[src/rtl/mdu_controller.sv]
// Sequencing controller for the RV32M multiply/divide datapath: decodes M ops in EX,
// pulses the datapath start, stalls the pipe for the op latency and strobes writeback.
`ifndef RFIDX_WIDTH
`define RFIDX_WIDTH 5
`endif

module mdu_controller #(
  parameter int unsigned MUL_CYCLES = 4,
  parameter int unsigned DIV_CYCLES = 33,
  parameter int unsigned CNT_W      = 6,
  parameter bit          ENABLE_DIV = 1'b1
) (
  input  logic                    clk,
  input  logic                    reset,
  input  logic                    ex_valid,
  input  logic [6:0]              opcode,
  input  logic [2:0]              funct3,
  input  logic [6:0]              funct7,
  input  logic [`RFIDX_WIDTH-1:0] rd,
  input  logic                    rs2_zero,
  input  logic                    flush,
  output logic                    is_mdu,
  output logic                    stall,
  output logic                    mdu_start,
  output logic                    mdu_kill,
  output logic [2:0]              mdu_op,
  output logic                    mdu_done,
  output logic                    mdu_regwrite,
  output logic [`RFIDX_WIDTH-1:0] mdu_rd,
  output logic                    mdu_divzero,
  output logic [1:0]              dbg_state_o
);

  // Handshake: the controller takes the EX instruction in the cycle where it is IDLE,
  // ex_valid & is_mdu are high and flush is low; it then holds stall high until the
  // result cycle (DONE), where stall drops so the instruction leaves EX with its result.

  typedef enum logic [1:0] {
    S_IDLE = 2'd0,
    S_RUN  = 2'd1,
    S_DONE = 2'd2
  } state_e;

  localparam logic [CNT_W-1:0] MUL_LOAD = CNT_W'(MUL_CYCLES - 1);
  localparam logic [CNT_W-1:0] DIV_LOAD = CNT_W'(DIV_CYCLES - 1);

  state_e                  state_q, state_d;
  logic [CNT_W-1:0]        cnt_q, cnt_d;
  logic [2:0]              op_q, op_d;
  logic [`RFIDX_WIDTH-1:0] rd_q, rd_d;
  logic                    divzero_q, divzero_d;
  logic                    start_q, start_d;

  logic dec_m;
  logic accept;
  logic in_done;

  assign dec_m  = (opcode == 7'b0110011) && (funct7 == 7'b0000001) &&
                  (ENABLE_DIV || !funct3[2]);
  assign accept = !reset && (state_q == S_IDLE) && ex_valid && dec_m && !flush;

  always_comb begin
    state_d   = state_q;
    cnt_d     = cnt_q;
    op_d      = op_q;
    rd_d      = rd_q;
    divzero_d = divzero_q;
    start_d   = 1'b0;
    case (state_q)
      S_IDLE: begin
        if (accept) begin
          op_d      = funct3;
          rd_d      = rd;
          divzero_d = funct3[2] && rs2_zero;
          // Divide by zero skips the datapath: result is a fixed ISA value.
          if (funct3[2] && rs2_zero) begin
            state_d = S_DONE;
          end else begin
            state_d = S_RUN;
            cnt_d   = funct3[2] ? DIV_LOAD : MUL_LOAD;
            start_d = 1'b1;
          end
        end
      end
      S_RUN: begin
        if (flush) begin
          state_d = S_IDLE;
          cnt_d   = '0;
        end else if (cnt_q == '0) begin
          state_d = S_DONE;
        end else begin
          cnt_d = cnt_q - CNT_W'(1);
        end
      end
      S_DONE: begin
        state_d   = S_IDLE;
        divzero_d = 1'b0;
      end
      default: begin
        state_d = S_IDLE;
      end
    endcase
  end

  always_ff @(posedge clk) begin
    if (reset) begin
      state_q   <= S_IDLE;
      cnt_q     <= '0;
      op_q      <= '0;
      rd_q      <= '0;
      divzero_q <= 1'b0;
      start_q   <= 1'b0;
    end else begin
      state_q   <= state_d;
      cnt_q     <= cnt_d;
      op_q      <= op_d;
      rd_q      <= rd_d;
      divzero_q <= divzero_d;
      start_q   <= start_d;
    end
  end

  // Outputs are forced low while reset is held so nothing leaks out mid-reset.
  assign in_done      = !reset && (state_q == S_DONE);
  assign is_mdu       = !reset && dec_m;
  assign stall        = accept || (!reset && (state_q == S_RUN));
  assign mdu_start    = !reset && start_q && !flush;
  assign mdu_kill     = !reset && flush && (state_q != S_IDLE);
  assign mdu_done     = in_done && !flush;
  assign mdu_regwrite = mdu_done && (rd_q != '0);
  assign mdu_divzero  = in_done && divzero_q;
  assign mdu_op       = reset ? 3'b000 : op_q;
  assign mdu_rd       = reset ? '0 : rd_q;
  assign dbg_state_o  = state_q;

endmodule

[config.mk]
export PLATFORM = sky130hd
export DESIGN_NAME = mdu_controller
export DESIGN_NICKNAME = d
export VERILOG_FILES = /design/src/rtl/mdu_controller.sv
export SDC_FILE = /design/constraint.sdc
export NUM_CORES = 1
export LEC_CHECK = 0
export ABC_AREA = 1
export BUFFER_PORTS_ARGS = -buffer_cell sky130_fd_sc_hd__buf_4
export CORE_ASPECT_RATIO = 1.4
export CORE_MARGIN = 1.5
export CORE_UTILIZATION = 30
export DETAILED_ROUTE_END_ITERATION = 12
export SYNTH_ARGS = -nofsm -noshare
export SYNTH_HDL_FRONTEND = slang
export SYNTH_SLANG_ARGS = --single-unit
export TNS_END_PERCENT = 20
[constraint.sdc]
create_clock -name clk -period 2 [get_ports clk]
set_clock_uncertainty 0.05 [all_clocks]
set_input_delay 0.6 -clock clk [delete_from_list [all_inputs] [get_ports clk]]
set_output_delay 0.6 -clock clk [all_outputs]
set_load 0.05 [all_outputs]
== Yosys cells after proc, flatten, opt, wreduce, memory -nomap -nowiden ==
Index checks and enable logic that the tools add are counted.

* Register bits after elaboration: 18
* Input bits: 27
* Output and inout port bits: 17
* Logic and storage cells: 63

* $add $sub $neg: 1
* Equal/unequal tests: 8
* Muxes and demuxes: 16
* Bitwise gates (word level): 2
* Reductions and logical operators: 30

{| class="wikitable"
|+ Operators by type and width
! kind !! count
|-
| 6-bit 2-to-1 mux || 5
|-
| 1-bit logical AND || 16
|-
| 6-bit case mux with 2 select lines || 1
|-
| 2-bit 2-to-1 mux || 4
|-
| 7-bit by 1-bit == test with 1-bit output (second input constant) || 1
|-
| 7-bit by 6-bit == test with 1-bit output (second input constant) || 1
|-
| 6-bit logical NOT || 1
|-
| 3-bit inequality test (second input constant) || 2
|-
| 2-bit AND reduction || 3
|-
| 2-bit nonzero test || 3
|-
| 6-bit by 1-bit subtractor with 6-bit output (second input constant) || 1
|-
| 5-bit 2-to-1 mux || 1
|-
| 5-bit nonzero test || 1
|-
| 2-bit inequality test (second input constant) || 2
|-
| 2-bit case mux with 2 select lines || 1
|-
| 4-bit AND reduction || 1
|-
| 3-bit 2-to-1 mux || 1
|-
| 3-bit OR reduction || 1
|-
| 2-bit by 1-bit == test with 1-bit output (second input constant) || 1
|-
| 2-bit == test (second input constant) || 1
|-
| 1-bit logical NOT || 2
|-
| 2-bit logical NOT || 1
|-
| 1-bit 2-to-1 mux || 2
|-
| 1-bit inverter || 2
|-
| 2 further kinds || 2
|}

== Longest topological paths before layout ==
Gate-level depths: netlist of the first run.

* Word-level depth: 7
* Depth in mapped cells: 10
* Depth with buffers taken out: 10

== Worst setup path before layout of the first run ==
No wires, ideal clock.

* Path kind: register to output
* From: register state_q[1] (netlist: dbg_state_o[1])
* To: output port mdu_regwrite
* Data arrival time: 2.604 ns
* Data required time: 1.350 ns
* Setup slack: -1.254 ns
* Cell stages (with the launch flop): 7
* Path buffers: 0
* Cell sequence: dfxtp_1 inv_1 nor2_1 inv_2 nor3_1 o21ai_1 inv_1

* Cells in the longest elaborated chain, start to end: 4

{| class="wikitable"
|+ Ends and longest elaborated chain
! element !! line !! text
|-
| start: declaration || 47 || <nowiki>state_e state_q, state_d;</nowiki>
|-
| start signal: assignment || 114 || <nowiki>state_q <= state_d;</nowiki>
|-
| 2-bit == test || 124 || <nowiki>assign in_done = !reset && (state_q == S_DONE);</nowiki>
|-
| 1-bit logical AND || 124 ||
|-
| 1-bit logical AND || 129 || <nowiki>assign mdu_done = in_done && !flush;</nowiki>
|-
| named net mdu_done || 27 || <nowiki>output logic mdu_done,</nowiki>
|-
| 1-bit logical AND || 130 || <nowiki>assign mdu_regwrite = mdu_done && (rd_q != '0);</nowiki>
|-
| end: declaration || 28 || <nowiki>output logic mdu_regwrite,</nowiki>
|}

The timed path passes the listed nets, and every way through them passes these cells.

== Worst setup path in the final report of the first run ==
* From: input port flush
* To: output port mdu_regwrite

* Cells in the longest elaborated chain, start to end: 3

{| class="wikitable"
|+ Ends and longest elaborated chain
! element !! line !! text
|-
| start: declaration || 21 || <nowiki>input logic flush,</nowiki>
|-
| 1-bit logical NOT || 129 ||
|-
| 1-bit logical AND || 129 ||
|-
| 1-bit logical AND || 130 ||
|}

No other way between the ends.

==> flow_metrics.env, run 1 <==
export IMPL_dp_slack_ns=-0.109
export IMPL_fin_ws_ns=0.0179
export IMPL_yosys_area_top_type_share_pct=31.6
export IMPL_p_per_area_nw_per_um2=429
export IMPL_yosysTopAreaCell="dfxtp_1"
export IMPL_fp_row_count=26
export IMPL_hold_violations=0
export IMPL_slew_headroom_pct=82.7
export IMPL_post_layout_nonfiller_instances=262
export IMPL_start_kind="input port"
export IMPL_worstPathMaxFanout=2
export IMPL_netlist_instances=167
export IMPL_finalMaxSlewViolations=0
export IMPL_most_common_layout_cells="buf_4, nand2_1, inv_1, nor2_1, dfxtp_1"
export IMPL_cts_num_sinks=18
export IMPL_grt_max_degree=21
export IMPL_htree_levels=1
export IMPL_ctsHoldBuffers=0
export IMPL_insertion_delay_ns=0.25
export IMPL_p_leak_nw=0.792
export IMPL_syn_cell_area_um2=1140
export IMPL_syn_avg_cell_area_um2=6.83
export IMPL_place_congestion=0.871
export IMPL_avgViaCountPerCell=4.68
export IMPL_grt_pass1_wl_um=4710
export IMPL_n_antenna_cell=0
export IMPL_grt_pass1_vias=1171
export IMPL_cap_violations=0
export IMPL_setup_tns_final_ns=0
export IMPL_cts_made_buffers=3
export IMPL_cts_root_buf="clkbuf_8"
export IMPL_synthDistinctLibCells=25
export IMPL_max_freq_mhz=505
export IMPL_clock_path_buffers=2
export IMPL_yosys_warnings=0
export IMPL_arrival_ns=1.33
export IMPL_syn2layout_area_growth_pct=56.9
export IMPL_path_clk_slew_ns=0.07
export IMPL_antenna_left=0
export IMPL_ys_seq_elements=18
export IMPL_hpwl_um=2190
export IMPL_tightest_slew_ns=0.259
export IMPL_antenna_found_initial=0
export IMPL_crit_start="flush"
export IMPL_crit_required_ns=1.35
export IMPL_period_minus_slack_ns=1.98
export IMPL_port_buffers=43
export IMPL_drtIter0Drc=27
export IMPL_syn_num_nets=195
export IMPL_drive_above_1_share_pct=50.5
export IMPL_fp_dieW_um=55.1
export IMPL_drt_wl_total_um=2940
export IMPL_fin_crit_sh_pct=99.1
export IMPL_initial_utilization_pct=31.3
export IMPL_worst_setup_path_end_kind="output port"
export IMPL_dp_cells=255
export IMPL_drt_first_pass_iters=4
export IMPL_via_count=1226
export IMPL_seq_area_frac_synth_pct=31.6
export IMPL_tritoncts="built"
export IMPL_pin_count=44
export IMPL_grt_usage_pct=14.9
export IMPL_wire_per_inst_um=11.2
export IMPL_nets=249
export IMPL_p_total_mw=0.768
export IMPL_vdd_drop_max_v=0.000229
export IMPL_die_area_um2=4180
export IMPL_setup_viol=0
export IMPL_final_common_cell="buf_4"
export IMPL_coreArea_um2=3640
export IMPL_r2r_start="dbg_state_o[1]$_SDFFE_PP0P_"
export IMPL_min_from="divzero_q$_SDFFE_PP0P_"
export IMPL_fp_dieH_um=75.9
export IMPL_rsz0062_at_grt="true"
export IMPL_grt_remaining_overflow=0
export IMPL_drcViolationCount=0
export IMPL_min_path_type="flop to flop"
export IMPL_synth_area_leaders="dfxtp_1, nor2_1, nand2_1"
export IMPL_worstSetupPathType="input port to output port"
export IMPL_status="finished clean"
## report_power, final
group          leakage (nW)  switching, mW  internal, mW  total (mW)
sequential            0.146     0.00000366         0.357       0.357
clock                0.0288          0.128         0.175       0.303
combinational         0.617         0.0502        0.0578       0.108
total                 0.792          0.178         0.589       0.768
## worst max-delay path, cell delays in order
cell and delay (ns):
buf_4 0.12, buf_4 0.14, nor3_4 0.18, o21ai_1 0.10, inv_2 0.06, buf_8 0.13
## path summary, 6_finish.rpt
path / to / slack, ns / cells after the start
setup / recovery: mdu_regwrite / 0.02 / 6
hold reg to reg: divzero_q$_SDFFE_PP0P_ / 0.43 / 2
setup reg to reg: cnt_q[5]$_SDFFE_PP0P_ / 0.45 / 11
hold / removal: divzero_q$_SDFFE_PP0P_ / 0.43 / 2
## cell families (layout without fill, tap and decap cells)
logic type | after synthesis | count (layout) | share of synthesized area, %
compound gates | 20 | 20 | 14.5
flops | 18 | 18 | 31.6
xor+xnor | 1 | 1 | 0.769
fa+ha+maj | 1 | 1 | 1.10
buf+inv | 33 | 86 | 12.6
simple gates | 94 | 94 | 39.4
## state kept, by name, summed over array words and instances (netlist names)
signal       cells
op_q             3
start_q          1
divzero_q        1
cnt_q            6
dbg_state_o      2
rd_q             5
## layer usage
metal / track usage (%) / share of wire, % / up-vias
li1: - / - / 632
met1: 16.8 / 38 / 552
met2: 25.6 / 55 / 36
met3: 1.77 / 4.9 / 6
met4: 8.05 / 2.0 / 0
met5: 0 / 0 / -
## synth_stat cells
cell       n
inv_1     22
o21ai_1    3
nand3_1   13
dfxtp_1   18
ha_1       1
nor3_1     2
nand2_2    1
nand2_1   30
inv_2      5
clkbuf_1   2
nand3_2    1
buf_6      2
o211ai_1   1
o22ai_1    2
buf_4      1
nor2_1    36
a211oi_2   8
clkinv_2   1
nand2_4    2
nand3_4    1
nor2_2     2
nand4_1    2
xor2_1     1
nor2_4     4
a21oi_1    6
## metrics by stage
step | util [%] | area, um^2 | hold WS (ns)
CTS | 47.2 | 1720 | 0.424
finish | 49.1 | 1790 | 0.426
detailed placement | 43.7 | 1590 | 0.413
global route | 49.1 | 1790 | 0.439
floorplan | - | 1210 | 0.392
global placement | 43.7 | 1590 | 0.408
## area by class of cell
| cell class | count | area, um^2 |
|---|---|---|
| well taps | 42 | 52.6 |
| inverters | 28 | 108 |
| repair buffers | 54 | 458 |
| clock buffers | 4 | 55.1 |
| flip-flops and latches | 18 | 365 |
| fillers | 374 | 1860 |
| multi-input cells | 116 | 749 |
## what timing repair did
action / CTS / global route
hold endpoints to repair: 0 / 0
pin swaps: 10 / 10
setup endpoints to repair: 3 / 5
setup buffers: 3 / 0
resized for setup: 16 / 19
Note: power is estimated with default switching activity, not from simulation.
==> run 2: changes to the inputs <==
--- a/config.mk
+++ b/config.mk
@@ -7,7 +7,6 @@
 export LEC_CHECK = 0
 export ABC_AREA = 1
 export BUFFER_PORTS_ARGS = -buffer_cell sky130_fd_sc_hd__buf_4
-export CORE_ASPECT_RATIO = 1.4
 export CORE_MARGIN = 1.5
 export CORE_UTILIZATION = 30
 export DETAILED_ROUTE_END_ITERATION = 12
==> run 2 against run 1 <==
The run now ends with setup timing left. Sequential share of layout area shrank 0.16 points. Die area shrank 0.13%. Global-route usage shrank 1.0 points. Non-clock buffer count grew 1. Power shrank 1.1%. First-iteration DRC count grew 7.4%. Sequential power is essentially flat. Via count shrank 1.5%. Register-to-register slack lost 0.28 ns. Largest power group unchanged.
==> flow_metrics.env, run 2 (synthesis gave the netlist of run 1 again) <==
export IMPL_fin_ws_ns=-0.00816
export IMPL_path_clk_slew_ns=0.07
export IMPL_place_congestion=0.782
export IMPL_hold_violations=0
export IMPL_worstSetupPathType="input port to output port"
export IMPL_drcViolationCount=0
export IMPL_final_common_cell="buf_4"
export IMPL_grt_remaining_overflow=0
export IMPL_setup_tns_final_ns=-0.00988
export IMPL_crit_required_ns=1.35
export IMPL_vdd_drop_max_v=0.000225
export IMPL_most_common_layout_cells="buf_4, nand2_1, inv_1"
export IMPL_slowest_stage="buf_6"
export IMPL_grt_pass1_wl_um=4650
export IMPL_insertion_delay_ns=0.25
export IMPL_p_leak_nw=0.799
export IMPL_regMostFlops="cnt_q"
export IMPL_dpl_instance_area_um2=1600
export IMPL_utilization_pct=49.2
export IMPL_cap_violations=0
export IMPL_pin_count=44
export IMPL_antenna_found_initial=0
export IMPL_initial_utilization_pct=31.1
export IMPL_via_count=1208
export IMPL_min_delay_path_depth=2
export IMPL_fp_row_count=22
export IMPL_holdWs_ns=0.417
export IMPL_cpPeakStageDelay_ns=0.16
export IMPL_slew_headroom_pct=82.4
export IMPL_hpwl_um=2000
export IMPL_coreArea_um2=3660
export IMPL_fin_crit_sh_pct=100
export IMPL_syn2layout_area_growth_pct=58.1
export IMPL_worst_path_buf_inv=2
export IMPL_fillers=374
export IMPL_wire_per_inst_um=10.3
export IMPL_drt_wl_total_um=2770
export IMPL_period_minus_slack_ns=2.01
export IMPL_avgViaCountPerCell=4.49
export IMPL_cp_num_cells=7
export IMPL_cts_made_buffers=3
export IMPL_worst_setup_path_end_kind="output port"
export IMPL_cts_root_buf="clkbuf_8"
export IMPL_p_per_area_nw_per_um2=422
export IMPL_grt_usage_pct=13.9
export IMPL_max_freq_mhz=498
export IMPL_drive_above_1_share_pct=50.7
export IMPL_ctsHoldBuffers=0
export IMPL_r2r_slack_ns=0.17
export IMPL_n_antenna_cell=0
export IMPL_finalMaxSlewViolations=0
export IMPL_fp_dieW_um=64.6
export IMPL_fp_dieH_um=64.6
export IMPL_top_regs="cnt_q: 6 flops, rd_q: 5 flops, op_q: 3 flops"
export IMPL_violations="setup timing"
export IMPL_cts_num_sinks=18
export IMPL_antenna_left=0
export IMPL_drt_first_pass_iters=4
export IMPL_tritoncts="built"
export IMPL_port_buffers=43
export IMPL_drtIter0Drc=29
export IMPL_die_area_um2=4180
export IMPL_grt_max_degree=23
export IMPL_clock_path_buffers=2
export IMPL_worstPathMaxFanout=2
export IMPL_nets=250
export IMPL_tightest_slew_ns=0.263
export IMPL_grt_pass1_vias=1061
export IMPL_rsz0062_at_grt="true"
export IMPL_design_area_um2=1800
export IMPL_crit_family="simple AND/OR/NAND/NOR gates"
export IMPL_path_cells="buf_4, nor2_2, nand2_2, nor2_4, nand2_2, nor2_2, buf_6"
export IMPL_arrival_ns=1.36
export IMPL_htree_levels=1
export IMPL_status="complete, but fails checks"
export IMPL_ff2ff_path_depth=12
export IMPL_setup_viol=2
export IMPL_start_kind="input port"
export IMPL_min_path_type="flop to flop"
export IMPL_largest_reg_flops=6
==> run 2: cell types whose count changed in the layout (fill, tap and decap cells not counted), sizes merged <==
| cell | change |
|---|---|
| buf | +1 |
| inv | -1 |
| clkinv | +1 |
==> run 2: report_power, final <==
group          total, mW  internal [mW]  switching [mW]  leakage (nW)
sequential         0.357          0.357      0.00000350         0.146
combinational      0.103         0.0563          0.0469         0.624
clock              0.299          0.175           0.125        0.0288
total              0.759          0.588           0.171         0.799
==> run 2: cell type report <==
type                       instances  area [um^2]  share of cell area, %
multi-input combinational        116          742                   41.2
clock buffer                       4         55.1                   3.06
sequential                        18          365                   20.3
inverter                          28          106                   5.90
tap                               48         60.1                   3.33
timing repair buffer              55          473                   26.2
==> run 2: repair_timing <==
action | in CTS | in global routing
gates resized for setup | 14 | 20
endpoints found under the setup margin | 3 | 13
buffers inserted | 3 | 1
pin swaps | 9 | 10
==> run 2: layer usage <==
metal  GRT usage (%)  part of all wire (%)  vias up
met4            4.79                   1.3        0
met5               0                     0        -
met2            21.4                    45       40
li1                -                     -      636
met1            19.1                    47      528
met3            3.30                   6.8        4
==> run 2: worst paths after layout <==
check	start	to
max reg2reg	dbg_state_o[1]$_SDFFE_PP0P_	cnt_q[5]$_SDFFE_PP0P_
max	funct7[2]	is_mdu
min reg2reg	divzero_q$_SDFFE_PP0P_	divzero_q$_SDFFE_PP0P_
min	divzero_q$_SDFFE_PP0P_	divzero_q$_SDFFE_PP0P_
==> run 2: stage by stage <==
step	power (mW)	worst slack [ns]	cells
floorplan	0.403	-0.216	167
global placement	0.452	-0.128	261
detailed placement	0.452	-0.120	261
CTS	0.759	-0.00667	268
global route	0.796	-0.0462	269
finish	0.759	-0.00816	269
==> run 2: worst min-delay path: stages, from the launching register on <==
cell and delay (ns):
dfxtp_1 0.31, nand2_1 0.06, a21oi_1 0.05
==> run 3: changes to the inputs <==
--- a/config.mk
+++ b/config.mk
@@ -7,10 +7,9 @@
 export LEC_CHECK = 0
 export ABC_AREA = 1
 export BUFFER_PORTS_ARGS = -buffer_cell sky130_fd_sc_hd__buf_4
-export CORE_MARGIN = 1.5
+export CORE_MARGIN = 2
 export CORE_UTILIZATION = 30
 export DETAILED_ROUTE_END_ITERATION = 12
 export SYNTH_ARGS = -nofsm -noshare
 export SYNTH_HDL_FRONTEND = slang
 export SYNTH_SLANG_ARGS = --single-unit
-export TNS_END_PERCENT = 20
==> run 3 against run 2 <==
The run still ends with setup timing left. Routed wire length is 3.5% higher. Flip-flop and latch count stayed put. Cell area is 0.21% lower. Clock-buffer cell count stayed put. Combinational power hardly changed. Sequential share of layout area hardly changed. Die area is 3.1% higher. Power is 0.56% higher. Largest power group unchanged.
==> flow_metrics.env, run 3 (synthesis gave the netlist of run 1 again) <==
export IMPL_holdWs_ns=0.415
export IMPL_use_met3_pct=2.40
export IMPL_grt_usage_pct=13.6
export IMPL_via_count=1194
export IMPL_crit_required_ns=1.35
export IMPL_path_clk_slew_ns=0.07
export IMPL_cts_made_buffers=3
export IMPL_finalMaxSlewViolations=0
export IMPL_dpl_instance_area_um2=1620
export IMPL_slew_headroom_pct=77.1
export IMPL_hpwl_um=2110
export IMPL_r2r_slack_ns=0.40
export IMPL_grt_pass1_wl_um=4570
export IMPL_wire_per_inst_um=10.8
export IMPL_most_common_layout_cells="buf_4, nand2_1, nor2_1"
export IMPL_antenna_found_initial=0
export IMPL_drive_above_1_share_pct=48.8
export IMPL_clock_path_buffers=2
export IMPL_drt_first_pass_iters=4
export IMPL_n_antenna_cell=0
export IMPL_power_switching_mw=0.176
export IMPL_worstSetupPathType="input port to output port"
export IMPL_worst_setup_path_end_kind="output port"
export IMPL_design_area_um2=1800
export IMPL_pwr_share_seq_pct=46.7
export IMPL_start_kind="input port"
export IMPL_p_leak_nw=0.784
export IMPL_max_freq_mhz=497
export IMPL_vdd_drop_max_v=0.000234
export IMPL_setup_viol=2
export IMPL_min_path_type="flop to flop"
export IMPL_port_buffers=43
export IMPL_arrival_ns=1.36
export IMPL_violations="setup timing"
export IMPL_top_regs="cnt_q: 6 flops, rd_q: 5 flops, op_q: 3 flops"
export IMPL_tritoncts="built"
export IMPL_multi_input_area_um2=759
export IMPL_min_delay_path_depth=2
export IMPL_hold_violations=0
export IMPL_cap_violations=0
export IMPL_pin_count=44
export IMPL_htree_levels=1
export IMPL_register_area_um2=365
export IMPL_p_int_mw=0.588
export IMPL_initial_utilization_pct=31.1
export IMPL_cts_root_buf="clkbuf_8"
export IMPL_p_clk_share_pct=39.4
export IMPL_grt_busiest_layer="met2"
export IMPL_worstPathMaxFanout=2
export IMPL_insertion_delay_ns=0.25
export IMPL_rsz0062_at_grt="true"
export IMPL_avgViaCountPerCell=4.51
export IMPL_period_minus_slack_ns=2.01
export IMPL_status="complete, but fails checks"
export IMPL_drcViolationCount=0
export IMPL_grt_pass1_vias=1036
export IMPL_switching_share_pct=23.0
export IMPL_coreArea_um2=3660
export IMPL_grtUsageMet1_pct=17.9
export IMPL_fp_dieH_um=65.6
export IMPL_die_area_um2=4310
export IMPL_fp_row_count=22
export IMPL_p_per_area_nw_per_um2=425
export IMPL_final_common_cell="buf_4"
export IMPL_fp_dieW_um=65.6
export IMPL_fin_crit_sh_pct=101
export IMPL_syn2layout_area_growth_pct=57.7
export IMPL_p_comb_share_pct=13.9
export IMPL_fin_ws_ns=-0.0118
export IMPL_nets=246
export IMPL_regMostFlops="cnt_q"
export IMPL_tightest_slew_ns=0.344
export IMPL_largest_reg_flops=6
export IMPL_antenna_left=0
export IMPL_drt_wl_total_um=2860
export IMPL_cts_num_sinks=18
export IMPL_grt_max_degree=21
export IMPL_grt_remaining_overflow=0
export IMPL_fillers=374
export IMPL_place_congestion=0.839
export IMPL_ff2ff_path_depth=10
export IMPL_drtIter0Drc=19
export IMPL_met2_usage_pct=22.2
-- run 3: changes by cell type in the layout (fill, tap and decap cells not counted) --
cell,previous run,this run
nand2_2,5,4
inv_2,7,8
inv_1,20,19
buf_6,12,11
nor2_2,15,8
buf_4,41,37
buf_12,0,1
nor2_4,8,13
nor2_1,19,21
nand2_1,26,27
-- run 3: area by class of cell --
| cell class | instances | area share, % |
|---|---|---|
| multi-input combinational | 116 | 42.2 |
| clock buffer | 4 | 3.06 |
| tap | 48 | 3.34 |
| sequential | 18 | 20.3 |
| timing repair buffer | 51 | 25.1 |
| inverter | 28 | 5.92 |
-- run 3: final timing paths --
check,from,to
max,opcode[2],stall
min,divzero_q$_SDFFE_PP0P_,divzero_q$_SDFFE_PP0P_
max reg2reg,dbg_state_o[1]$_SDFFE_PP0P_,cnt_q[0]$_SDFFE_PP0P_
min reg2reg,divzero_q$_SDFFE_PP0P_,divzero_q$_SDFFE_PP0P_
-- run 3: per-stage QoR --
step           power (mW)  TNS, ns  instances  utilization [%]  setup slack (ns)
2_1_floorplan       0.405    -1.78        167                -            -0.216
3_3_place_gp        0.455   -0.230        260             44.2            -0.118
3_5_place_dp        0.455   -0.209        260             44.2            -0.106
4_1_cts             0.760  -0.0136        265             47.9           -0.0136
5_1_grt             0.794   -0.369        265             49.1           -0.0495
6_report            0.764  -0.0181        265             49.1           -0.0118
-- run 3: worst max-delay path, stage by stage --
cell and delay [ns]:
buf_6 0.09, nor2_1 0.08, nand2_1 0.09, nor2_4 0.16, nand3_4 0.09, o21ai_4 0.08
buf_6 0.18
-- run 3: power groups by stage --
stage,sequential (mW),combinational [mW],clock [mW]
floorplan,0.365,0.0398,0
global placement,0.365,0.0900,0
detailed placement,0.365,0.0900,0
CTS,0.357,0.0980,0.305
global route,0.357,0.115,0.323
finish,0.357,0.106,0.301
-- run 3: metal layers --
| layer | vias up | wire [um] |
|---|---|---|
| met1 | 530 | 1310 |
| met4 | 0 | 27 |
| met3 | 2 | 158 |
| met5 | - | 0 |
| li1 | 627 | - |
| met2 | 35 | 1360 |
-- run 3: what timing repair did --
action                                  4_1_cts  5_1_grt
pin swaps                                     8       13
hold buffers                                  0        0
buffers inserted                              1        0
gates resized for setup                      18       13
endpoints found under the setup margin        3       12
